===== config.mk =====
export PLATFORM = sky130hd
export DESIGN_NAME = escalonador_rr_flat
export DESIGN_NICKNAME = d
export VERILOG_FILES = /design/src/rtl/escalonador_rr_if.sv /design/src/rtl/escalonador_rr.sv /design/src/flat_wrapper.sv
export SDC_FILE = /design/constraint.sdc
export NUM_CORES = 1
export LEC_CHECK = 0
export ABC_AREA = 1
export CAP_MARGIN = 5
export CORE_MARGIN = 3
export CORE_UTILIZATION = 50
export DETAILED_ROUTE_END_ITERATION = 10
export PLACE_DENSITY = 0.69
export SYNTH_ARGS = -nofsm -noshare
export SYNTH_HDL_FRONTEND = slang
export SYNTH_SLANG_ARGS = --single-unit

===== constraint.sdc =====
create_clock -name clk -period 6 [get_ports clk]
set_input_delay 1.2 -clock clk [delete_from_list [all_inputs] [get_ports clk]]
set_output_delay 1.2 -clock clk [all_outputs]
set_load 0.05 [all_outputs]

===== src/rtl/escalonador_rr_if.sv =====
// Bus between the instruction counter / SO side (master) and the round-robin
// context-switch engine (slave).
interface escalonador_rr_if;
  // Requests are level-sampled at posedge and acted on only while the engine is
  // idle in EXEC (ocupado=0); a request seen while ocupado=1 is dropped, so the
  // requester keeps it asserted until pausa_PC returns to 1.
  logic        swap_SO;
  logic [31:0] ultimo_pc;
  logic        finalizar;
  logic        despachar;
  logic        criar;
  logic [4:0]  criar_id;
  logic [31:0] criar_pc;
  logic [4:0]  idProc;
  logic [31:0] pc_carga;
  logic        carrega_pc;
  logic        pausa_PC;
  logic        ocupado;

  modport master (
    output swap_SO, ultimo_pc, finalizar, despachar, criar, criar_id, criar_pc,
    input  idProc, pc_carga, carrega_pc, pausa_PC, ocupado
  );

  modport slave (
    input  swap_SO, ultimo_pc, finalizar, despachar, criar, criar_id, criar_pc,
    output idProc, pc_carga, carrega_pc, pausa_PC, ocupado
  );
endinterface


===== src/rtl/escalonador_rr.sv =====
// Round-robin context-switch engine: saves the preempted PC, picks the next
// valid user process and strobes its PC into the program counter loader.
module escalonador_rr #(
    parameter int          NUM_PROC = 8,
    parameter logic [31:0] SO_PC    = 32'd0
) (
    input  logic              clk,
    input  logic              rst_n,
    escalonador_rr_if.slave   bus,
    output logic [1:0]        estado
);

    localparam int          IW = (NUM_PROC > 1) ? $clog2(NUM_PROC) : 1;
    localparam logic [5:0]  NP = 6'(NUM_PROC);
    localparam logic [5:0]  NU = 6'(NUM_PROC - 1);

    typedef enum logic [1:0] {
        EXEC     = 2'd0,
        SALVA    = 2'd1,
        BUSCA    = 2'd2,
        DESPACHA = 2'd3
    } estado_t;

    estado_t             state_q, state_d;
    logic [31:0]         pc_tab [NUM_PROC];
    logic [NUM_PROC-1:0] valid;
    logic [4:0]          rr_ptr;
    logic [4:0]          id_proc;
    logic [31:0]         pc_carga_q;
    logic                carrega_q;
    logic                pausa_q;
    logic                ocupado_c;

    logic                run_user;
    logic                fin_ok, swap_ok, desp_ok, criar_ok;
    logic [IW-1:0]       id_idx, criar_idx, sel_idx;
    logic [4:0]          sel;
    logic                found;
    logic [5:0]          cand;

    assign run_user  = (id_proc != 5'd0);
    assign fin_ok    = (state_q == EXEC) && bus.finalizar && run_user;
    assign swap_ok   = (state_q == EXEC) && bus.swap_SO   && run_user;
    assign desp_ok   = (state_q == EXEC) && bus.despachar && !run_user;
    assign criar_ok  = bus.criar && (bus.criar_id != 5'd0) && ({1'b0, bus.criar_id} < NP);
    assign id_idx    = id_proc[IW-1:0];
    assign criar_idx = bus.criar_id[IW-1:0];
    assign sel_idx   = sel[IW-1:0];

    // Scan rr_ptr+1 .. NUM_PROC-1 then 1 .. rr_ptr, so the preempted process comes last.
    always_comb begin
        sel   = 5'd0;
        found = 1'b0;
        cand  = 6'd0;
        for (int k = 1; k < NUM_PROC; k++) begin
            cand = {1'b0, rr_ptr} + 6'(k);
            if (cand > NU) cand = cand - NU;
            if (!found && valid[cand[IW-1:0]]) begin
                sel   = cand[4:0];
                found = 1'b1;
            end
        end
    end

    // State register
    always_ff @(posedge clk) begin
        if (!rst_n) state_q <= EXEC;
        else        state_q <= state_d;
    end

    // Next-state logic
    always_comb begin
        state_d = state_q;
        case (state_q)
            EXEC: begin
                if (fin_ok)       state_d = BUSCA;
                else if (swap_ok) state_d = SALVA;
                else if (desp_ok) state_d = BUSCA;
            end
            SALVA:    state_d = BUSCA;
            BUSCA:    state_d = DESPACHA;
            DESPACHA: state_d = EXEC;
            default:  state_d = EXEC;
        endcase
    end

    // Output logic
    always_comb begin
        ocupado_c = (state_q != EXEC);
        estado    = state_q;
    end

    // Only slot 0 has a defined reset value; user slots are written by criar/SALVA.
    always_ff @(posedge clk) begin
        if (!rst_n) begin
            pc_tab[0] <= SO_PC;
        end else begin
            if (state_q == SALVA && run_user) pc_tab[id_idx] <= bus.ultimo_pc;
            if (criar_ok)                     pc_tab[criar_idx] <= bus.criar_pc;
        end
    end

    // criar is applied after the finalizar clear so it wins on the same slot.
    always_ff @(posedge clk) begin
        if (!rst_n) begin
            valid <= {{(NUM_PROC-1){1'b0}}, 1'b1};
        end else begin
            if (fin_ok)   valid[id_idx]    <= 1'b0;
            if (criar_ok) valid[criar_idx] <= 1'b1;
            valid[0] <= 1'b1;
        end
    end

    always_ff @(posedge clk) begin
        if (!rst_n) begin
            id_proc    <= 5'd0;
            pc_carga_q <= 32'd0;
            carrega_q  <= 1'b0;
            pausa_q    <= 1'b1;
            rr_ptr     <= 5'd0;
        end else begin
            case (state_q)
                EXEC: begin
                    if (state_d != EXEC) pausa_q <= 1'b0;
                end
                BUSCA: begin
                    id_proc    <= sel;
                    pc_carga_q <= pc_tab[sel_idx];
                    carrega_q  <= 1'b1;
                    if (sel != 5'd0) rr_ptr <= sel;
                end
                DESPACHA: begin
                    carrega_q <= 1'b0;
                    pausa_q   <= 1'b1;
                end
                default: ;
            endcase
        end
    end

    assign bus.idProc     = id_proc;
    assign bus.pc_carga   = pc_carga_q;
    assign bus.carrega_pc = carrega_q;
    assign bus.pausa_PC   = pausa_q;
    assign bus.ocupado    = ocupado_c;

endmodule


===== src/flat_wrapper.sv =====
// flat-port wrapper written by rule: the top's interface ports become plain ports
module escalonador_rr_flat 
#(
    parameter int          NUM_PROC = 8,
    parameter logic [31:0] SO_PC    = 32'd0
)
  (clk, rst_n, estado, bus_swap_SO, bus_ultimo_pc, bus_finalizar, bus_despachar, bus_criar, bus_criar_id, bus_criar_pc, bus_idProc, bus_pc_carga, bus_carrega_pc, bus_pausa_PC, bus_ocupado);
  escalonador_rr_if bus_i ();
  input  logic clk;
  input  logic rst_n;
  output logic [1:0] estado;
  input wire logic [$bits(bus_i.swap_SO)-1:0] bus_swap_SO;
  input wire logic [$bits(bus_i.ultimo_pc)-1:0] bus_ultimo_pc;
  input wire logic [$bits(bus_i.finalizar)-1:0] bus_finalizar;
  input wire logic [$bits(bus_i.despachar)-1:0] bus_despachar;
  input wire logic [$bits(bus_i.criar)-1:0] bus_criar;
  input wire logic [$bits(bus_i.criar_id)-1:0] bus_criar_id;
  input wire logic [$bits(bus_i.criar_pc)-1:0] bus_criar_pc;
  output wire logic [$bits(bus_i.idProc)-1:0] bus_idProc;
  output wire logic [$bits(bus_i.pc_carga)-1:0] bus_pc_carga;
  output wire logic [$bits(bus_i.carrega_pc)-1:0] bus_carrega_pc;
  output wire logic [$bits(bus_i.pausa_PC)-1:0] bus_pausa_PC;
  output wire logic [$bits(bus_i.ocupado)-1:0] bus_ocupado;
  assign bus_i.swap_SO = bus_swap_SO;
  assign bus_i.ultimo_pc = bus_ultimo_pc;
  assign bus_i.finalizar = bus_finalizar;
  assign bus_i.despachar = bus_despachar;
  assign bus_i.criar = bus_criar;
  assign bus_i.criar_id = bus_criar_id;
  assign bus_i.criar_pc = bus_criar_pc;
  assign bus_idProc = bus_i.idProc;
  assign bus_pc_carga = bus_i.pc_carga;
  assign bus_carrega_pc = bus_i.carrega_pc;
  assign bus_pausa_PC = bus_i.pausa_PC;
  assign bus_ocupado = bus_i.ocupado;
  escalonador_rr #(.NUM_PROC(NUM_PROC), .SO_PC(SO_PC)) u_core (.clk(clk), .rst_n(rst_n), .bus(bus_i), .estado(estado));
endmodule

==> impl_results.html <==
<table>
<tr><th>Metric</th><th>Value</th></tr>
<tr><th colspan="2">Yosys</th></tr>
<tr><td>Post-synth top area cell</td><td>sky130_fd_sc_hd__edfxtp_1</td></tr>
<tr><td>Summed instance area of the synthesized netlist</td><td>0.0177 mm²</td></tr>
<tr><td>Register bit total from synthesis</td><td>309</td></tr>
<tr><td>Sequential cell area fraction in the yosys report</td><td>49.5%</td></tr>
<tr><td>Leading cell types by count after synthesis</td><td>sky130_fd_sc_hd__nand2_1, sky130_fd_sc_hd__nand3_1, sky130_fd_sc_hd__edfxtp_1, sky130_fd_sc_hd__inv_1, sky130_fd_sc_hd__o21ai_0</td></tr>
<tr><td>Count of flip-flops with a built-in enable after synthesis</td><td>256</td></tr>
<tr><td>Post-synth net total</td><td>2358</td></tr>
<tr><td>Synth Flop Type</td><td>sky130_fd_sc_hd__edfxtp_1</td></tr>
<tr><td>Count of warnings emitted by yosys</td><td>0</td></tr>
<tr><td>Most repeated cell in the gate-level netlist after synthesis</td><td>sky130_fd_sc_hd__nand2_1</td></tr>
<tr><td>Netlist cell types</td><td>42</td></tr>
<tr><td>Synth Area per Inst</td><td>7.81 µm²</td></tr>
<tr><td>Proportion of netlist area held by the largest area contributor</td><td>43.5%</td></tr>
<tr><td>Share of flip-flops with an asynchronous set or reset after synthesis</td><td>0%</td></tr>
<tr><td>Cells taking the most area after synthesis</td><td>sky130_fd_sc_hd__edfxtp_1, sky130_fd_sc_hd__nand2_1, sky130_fd_sc_hd__nand3_1, sky130_fd_sc_hd__dfxtp_1, sky130_fd_sc_hd__inv_1</td></tr>
<tr><td>Synth Instances</td><td>2264</td></tr>
<tr><th colspan="2">Setup path</th></tr>
<tr><td>Startpoint types</td><td>flip-flop</td></tr>
<tr><td>CP Class</td><td>flip-flop to flip-flop</td></tr>
<tr><td>CP startpoint</td><td>u_core.rr_ptr[1]$_SDFFE_PN0P_</td></tr>
<tr><td>Required time worst endpoint</td><td>6.41 ns</td></tr>
<tr><td>Combined buffer and inverter count along the critical path</td><td>5</td></tr>
<tr><td>Max FO, Critical Path</td><td>57</td></tr>
<tr><td>Type of element capturing the critical path</td><td>flip-flop</td></tr>
<tr><td>FF-to-FF Start</td><td>u_core.rr_ptr[1]$_SDFFE_PN0P_</td></tr>
<tr><td>Cell depth of the worst setup path</td><td>26</td></tr>
<tr><td>Cells on worst reg2reg path</td><td>26</td></tr>
<tr><td>Most frequent cell on the critical path</td><td>sky130_fd_sc_hd__nand2_1</td></tr>
<tr><td>CP delay by family, top</td><td>simple AND/OR/NAND/NOR gates</td></tr>
<tr><td>Slowest stage delay, CP</td><td>0.63 ns</td></tr>
<tr><td>Arr. time, crit path</td><td>5.72 ns</td></tr>
<tr><td>Slowest stage cell on the critical path</td><td>sky130_fd_sc_hd__ha_1</td></tr>
<tr><th colspan="2">GRT</th></tr>
<tr><td>Largest net degree at the start of global routing</td><td>68</td></tr>
<tr><td>Wire length of the first global-routing pass</td><td>81000 µm</td></tr>
<tr><td>Total grt overflow</td><td>0</td></tr>
<tr><td>Combined global-route utilization of all metal layers</td><td>26.6%</td></tr>
<tr><td>Number of global-route vias before repair</td><td>15000</td></tr>
<tr><td>Number of antenna violations at the first check in global routing</td><td>4</td></tr>
<tr><th colspan="2">Die</th></tr>
<tr><td>Core area</td><td>0.0347 mm²</td></tr>
<tr><td>Overall die width</td><td>194 µm</td></tr>
<tr><td>Floorplan die area</td><td>0.0377 mm²</td></tr>
<tr><td>Initial core utilization</td><td>50.9%</td></tr>
<tr><td>Row Count</td><td>68</td></tr>
<tr><td>Floorplan die height</td><td>194 µm</td></tr>
<tr><td>Top-level port count</td><td>117</td></tr>
<tr><th colspan="2">Routing</th></tr>
<tr><td>Number of DRC violations after detailed-routing iteration 0</td><td>1615</td></tr>
<tr><td>Total via count in the routed design</td><td>15700</td></tr>
<tr><td>Routed WL per cell</td><td>18.6 µm</td></tr>
<tr><td>Count of unresolved DRC violations after routing</td><td>0</td></tr>
<tr><td>Post-route antenna net violation count</td><td>0</td></tr>
<tr><td>Vias per std cell</td><td>5.62</td></tr>
<tr><td>Final WL</td><td>52000 µm</td></tr>
<tr><td>1st-pass router iterations</td><td>6</td></tr>
<tr><th colspan="2">Timing</th></tr>
<tr><td>Final-layout worst hold slack</td><td>0.482 ns</td></tr>
<tr><td>Setup-violating endpoint count in the final report</td><td>0</td></tr>
<tr><td>Relative max-transition margin</td><td>40.3%</td></tr>
<tr><td>Hold violation count in the final report</td><td>0</td></tr>
<tr><td>Period utilisation layout</td><td>88.6%</td></tr>
<tr><td>Highest clock frequency the design can meet</td><td>188 MHz</td></tr>
<tr><td>Setup TNS</td><td>0 ns</td></tr>
<tr><td>Fin. max-slew vios</td><td>0</td></tr>
<tr><td>Worst clock skew on the final layout</td><td>0.0212 ns</td></tr>
<tr><td>Unrepaired setup endpoints after global routing</td><td>false</td></tr>
<tr><td>Slew of the pin with the lowest slew margin</td><td>0.893 ns</td></tr>
<tr><td>Post-layout minimum cycle time</td><td>5.32 ns</td></tr>
<tr><th colspan="2">Min path</th></tr>
<tr><td>Source of the worst hold timing path</td><td>u_core.bus.pausa_PC$_SDFFE_PN1P_</td></tr>
<tr><td>Worst min path class</td><td>flip-flop to flip-flop</td></tr>
<tr><td>WHS Path Cells</td><td>2</td></tr>
<tr><th colspan="2">CTS</th></tr>
<tr><td>Number of clock sinks seen by CTS</td><td>309</td></tr>
<tr><td>TritonCTS clock tree</td><td>done</td></tr>
<tr><td>Post-CTS setup buffers</td><td>0</td></tr>
<tr><td>Clock Tree Root</td><td>sky130_fd_sc_hd__clkbuf_16</td></tr>
<tr><td>Clock-pin slew on the worst setup and hold paths</td><td>0.06 ns</td></tr>
<tr><td>Number of clock buffers inserted by TritonCTS</td><td>36</td></tr>
<tr><td>Number of resized instances in the post-cts repair step</td><td>0</td></tr>
<tr><td>Clock latency on the worst-skew pair</td><td>0.53 ns</td></tr>
<tr><td>Clock tree buffer depth</td><td>3</td></tr>
<tr><td>Count of hold-fix buffers inserted at cts</td><td>0</td></tr>
<tr><td>Level count of the clock H-tree</td><td>2</td></tr>
<tr><th colspan="2">Placed design</th></tr>
<tr><td>Cell total after placement</td><td>2730</td></tr>
<tr><td>DPL Wire Length</td><td>31200 µm</td></tr>
<tr><td>Port-buffer cells</td><td>116</td></tr>
<tr><td>Routability congestion estimate from global placement</td><td>0.940</td></tr>
<tr><th colspan="2">Layout</th></tr>
<tr><td>Register area</td><td>0.00875 mm²</td></tr>
<tr><td>Total Nets Final</td><td>2407</td></tr>
<tr><td>Multi-input logic area</td><td>0.00743 mm²</td></tr>
<tr><td>Relative area change from synthesis to final layout</td><td>15.3%</td></tr>
<tr><td>Final core utilization</td><td>58.7%</td></tr>
<tr><td>Final std cells w/o fill</td><td>2798</td></tr>
<tr><td>Fill cell total of the finished layout</td><td>3086</td></tr>
<tr><td>Fraction of final layout cells sized beyond drive strength 1</td><td>6.58%</td></tr>
<tr><th colspan="2">Run status</th></tr>
<tr><td>Result of the run</td><td>complete, no violations</td></tr>
<tr><th colspan="2">Job</th></tr>
<tr><td>MaxCap Viol Count</td><td>0</td></tr>
</table>
==> worst min-delay path: cells and delay by family, from the launching register on <==
family | cells | cell delay, ns
flip-flops | 1 | 0.33
AND/OR/NAND/NOR | 2 | 0.13
==> cell families after synthesis <==
family	Yosys count	share of synthesized area, %
adder cells (fa/ha/maj)	19	1.34
XOR/XNOR	15	0.743
flip-flops	309	49.5
buffers and inverters	405	9.48
AND/OR/NAND/NOR	1225	30.4
AO/OA/AOI/OAI	291	8.53
==> through the flow <==
| step | setup WS [ns] | instance area (µm²) |
|---|---|---|
| global route | 0.203 | 20400 |
| floorplan | 1.00 | 17700 |
| global placement | 0.897 | 19200 |
| CTS | 0.748 | 20400 |
| detailed placement | 0.762 | 19200 |
| finish | 0.683 | 20400 |
==> layout by cell type, fill, tap and decap left out, types with 3 or more instances in the layout <==
cell	count
sky130_fd_sc_hd__nand2_1	626
sky130_fd_sc_hd__nand3_1	427
sky130_fd_sc_hd__edfxtp_1	256
sky130_fd_sc_hd__inv_1	254
sky130_fd_sc_hd__o21ai_0	181
sky130_fd_sc_hd__clkdlybuf4s50_1	115
sky130_fd_sc_hd__nor2_1	100
sky130_fd_sc_hd__a21oi_1	77
sky130_fd_sc_hd__dfxtp_1	53
sky130_fd_sc_hd__clkbuf_16	38
sky130_fd_sc_hd__buf_4	28
sky130_fd_sc_hd__ha_1	19
sky130_fd_sc_hd__clkbuf_1	15
sky130_fd_sc_hd__inv_2	13
sky130_fd_sc_hd__nand2_2	13
sky130_fd_sc_hd__xor2_1	12
sky130_fd_sc_hd__nand4_1	11
sky130_fd_sc_hd__nor2_4	10
sky130_fd_sc_hd__nand3_2	9
sky130_fd_sc_hd__o21ai_4	7
sky130_fd_sc_hd__o21ai_1	7
sky130_fd_sc_hd__o31ai_1	7
sky130_fd_sc_hd__nor3_1	5
sky130_fd_sc_hd__nor4_1	5
sky130_fd_sc_hd__nand2_4	5
sky130_fd_sc_hd__nor2_2	4
sky130_fd_sc_hd__nand3b_1	4
sky130_fd_sc_hd__o211ai_1	4
sky130_fd_sc_hd__clkinv_2	4
sky130_fd_sc_hd__bufinv_16	4
sky130_fd_sc_hd__o21ai_2	3
sky130_fd_sc_hd__xnor2_1	3
sky130_fd_sc_hd__buf_12	3
==> sequential cells by signal (all words and copies together), names as in the netlist <==
signal and count:
u_core.bus.carrega_pc 1, u_core.bus.pc_carga 32, u_core.estado 2, u_core.valid 7
u_core.rr_ptr 5, u_core.bus.idProc 5, u_core.bus.pausa_PC 1, u_core.pc_tab 256
==> final timing paths <==
check | slack [ns] | endpoint
min reg2reg | 0.48 | u_core.bus.pausa_PC$_SDFFE_PN1P_
max | 0.68 | u_core.bus.pc_carga[2]$_SDFFE_PN0P_
min | 0.48 | u_core.bus.pausa_PC$_SDFFE_PN1P_
max reg2reg | 0.68 | u_core.bus.pc_carga[2]$_SDFFE_PN0P_
==> metal layers <==
| layer | GRT usage, % | vias up | routed length [µm] |
|---|---|---|---|
| li1 | - | 7593 | - |
| met1 | 35.8 | 7322 | 21300 |
| met2 | 44.5 | 687 | 24700 |
| met3 | 3.48 | 112 | 4460 |
| met4 | 9.63 | 4 | 1560 |
| met5 | 0 | - | 19 |
==> layout make-up <==
cell class / instances / share of cell area, %
Clock inverter: 11 / 0.822
Tap cell: 455 / 2.79
Inverter: 269 / 4.96
Clock buffer: 55 / 5.07
Antenna cell: 2 / 0.0245
Multi-Input combinational cell: 1550 / 36.4
Timing Repair Buffer: 147 / 6.99
Sequential cell: 309 / 42.9
Power is not shown: default switching activity piles up to over one toggle a cycle in this logic, so the estimate is an artifact.
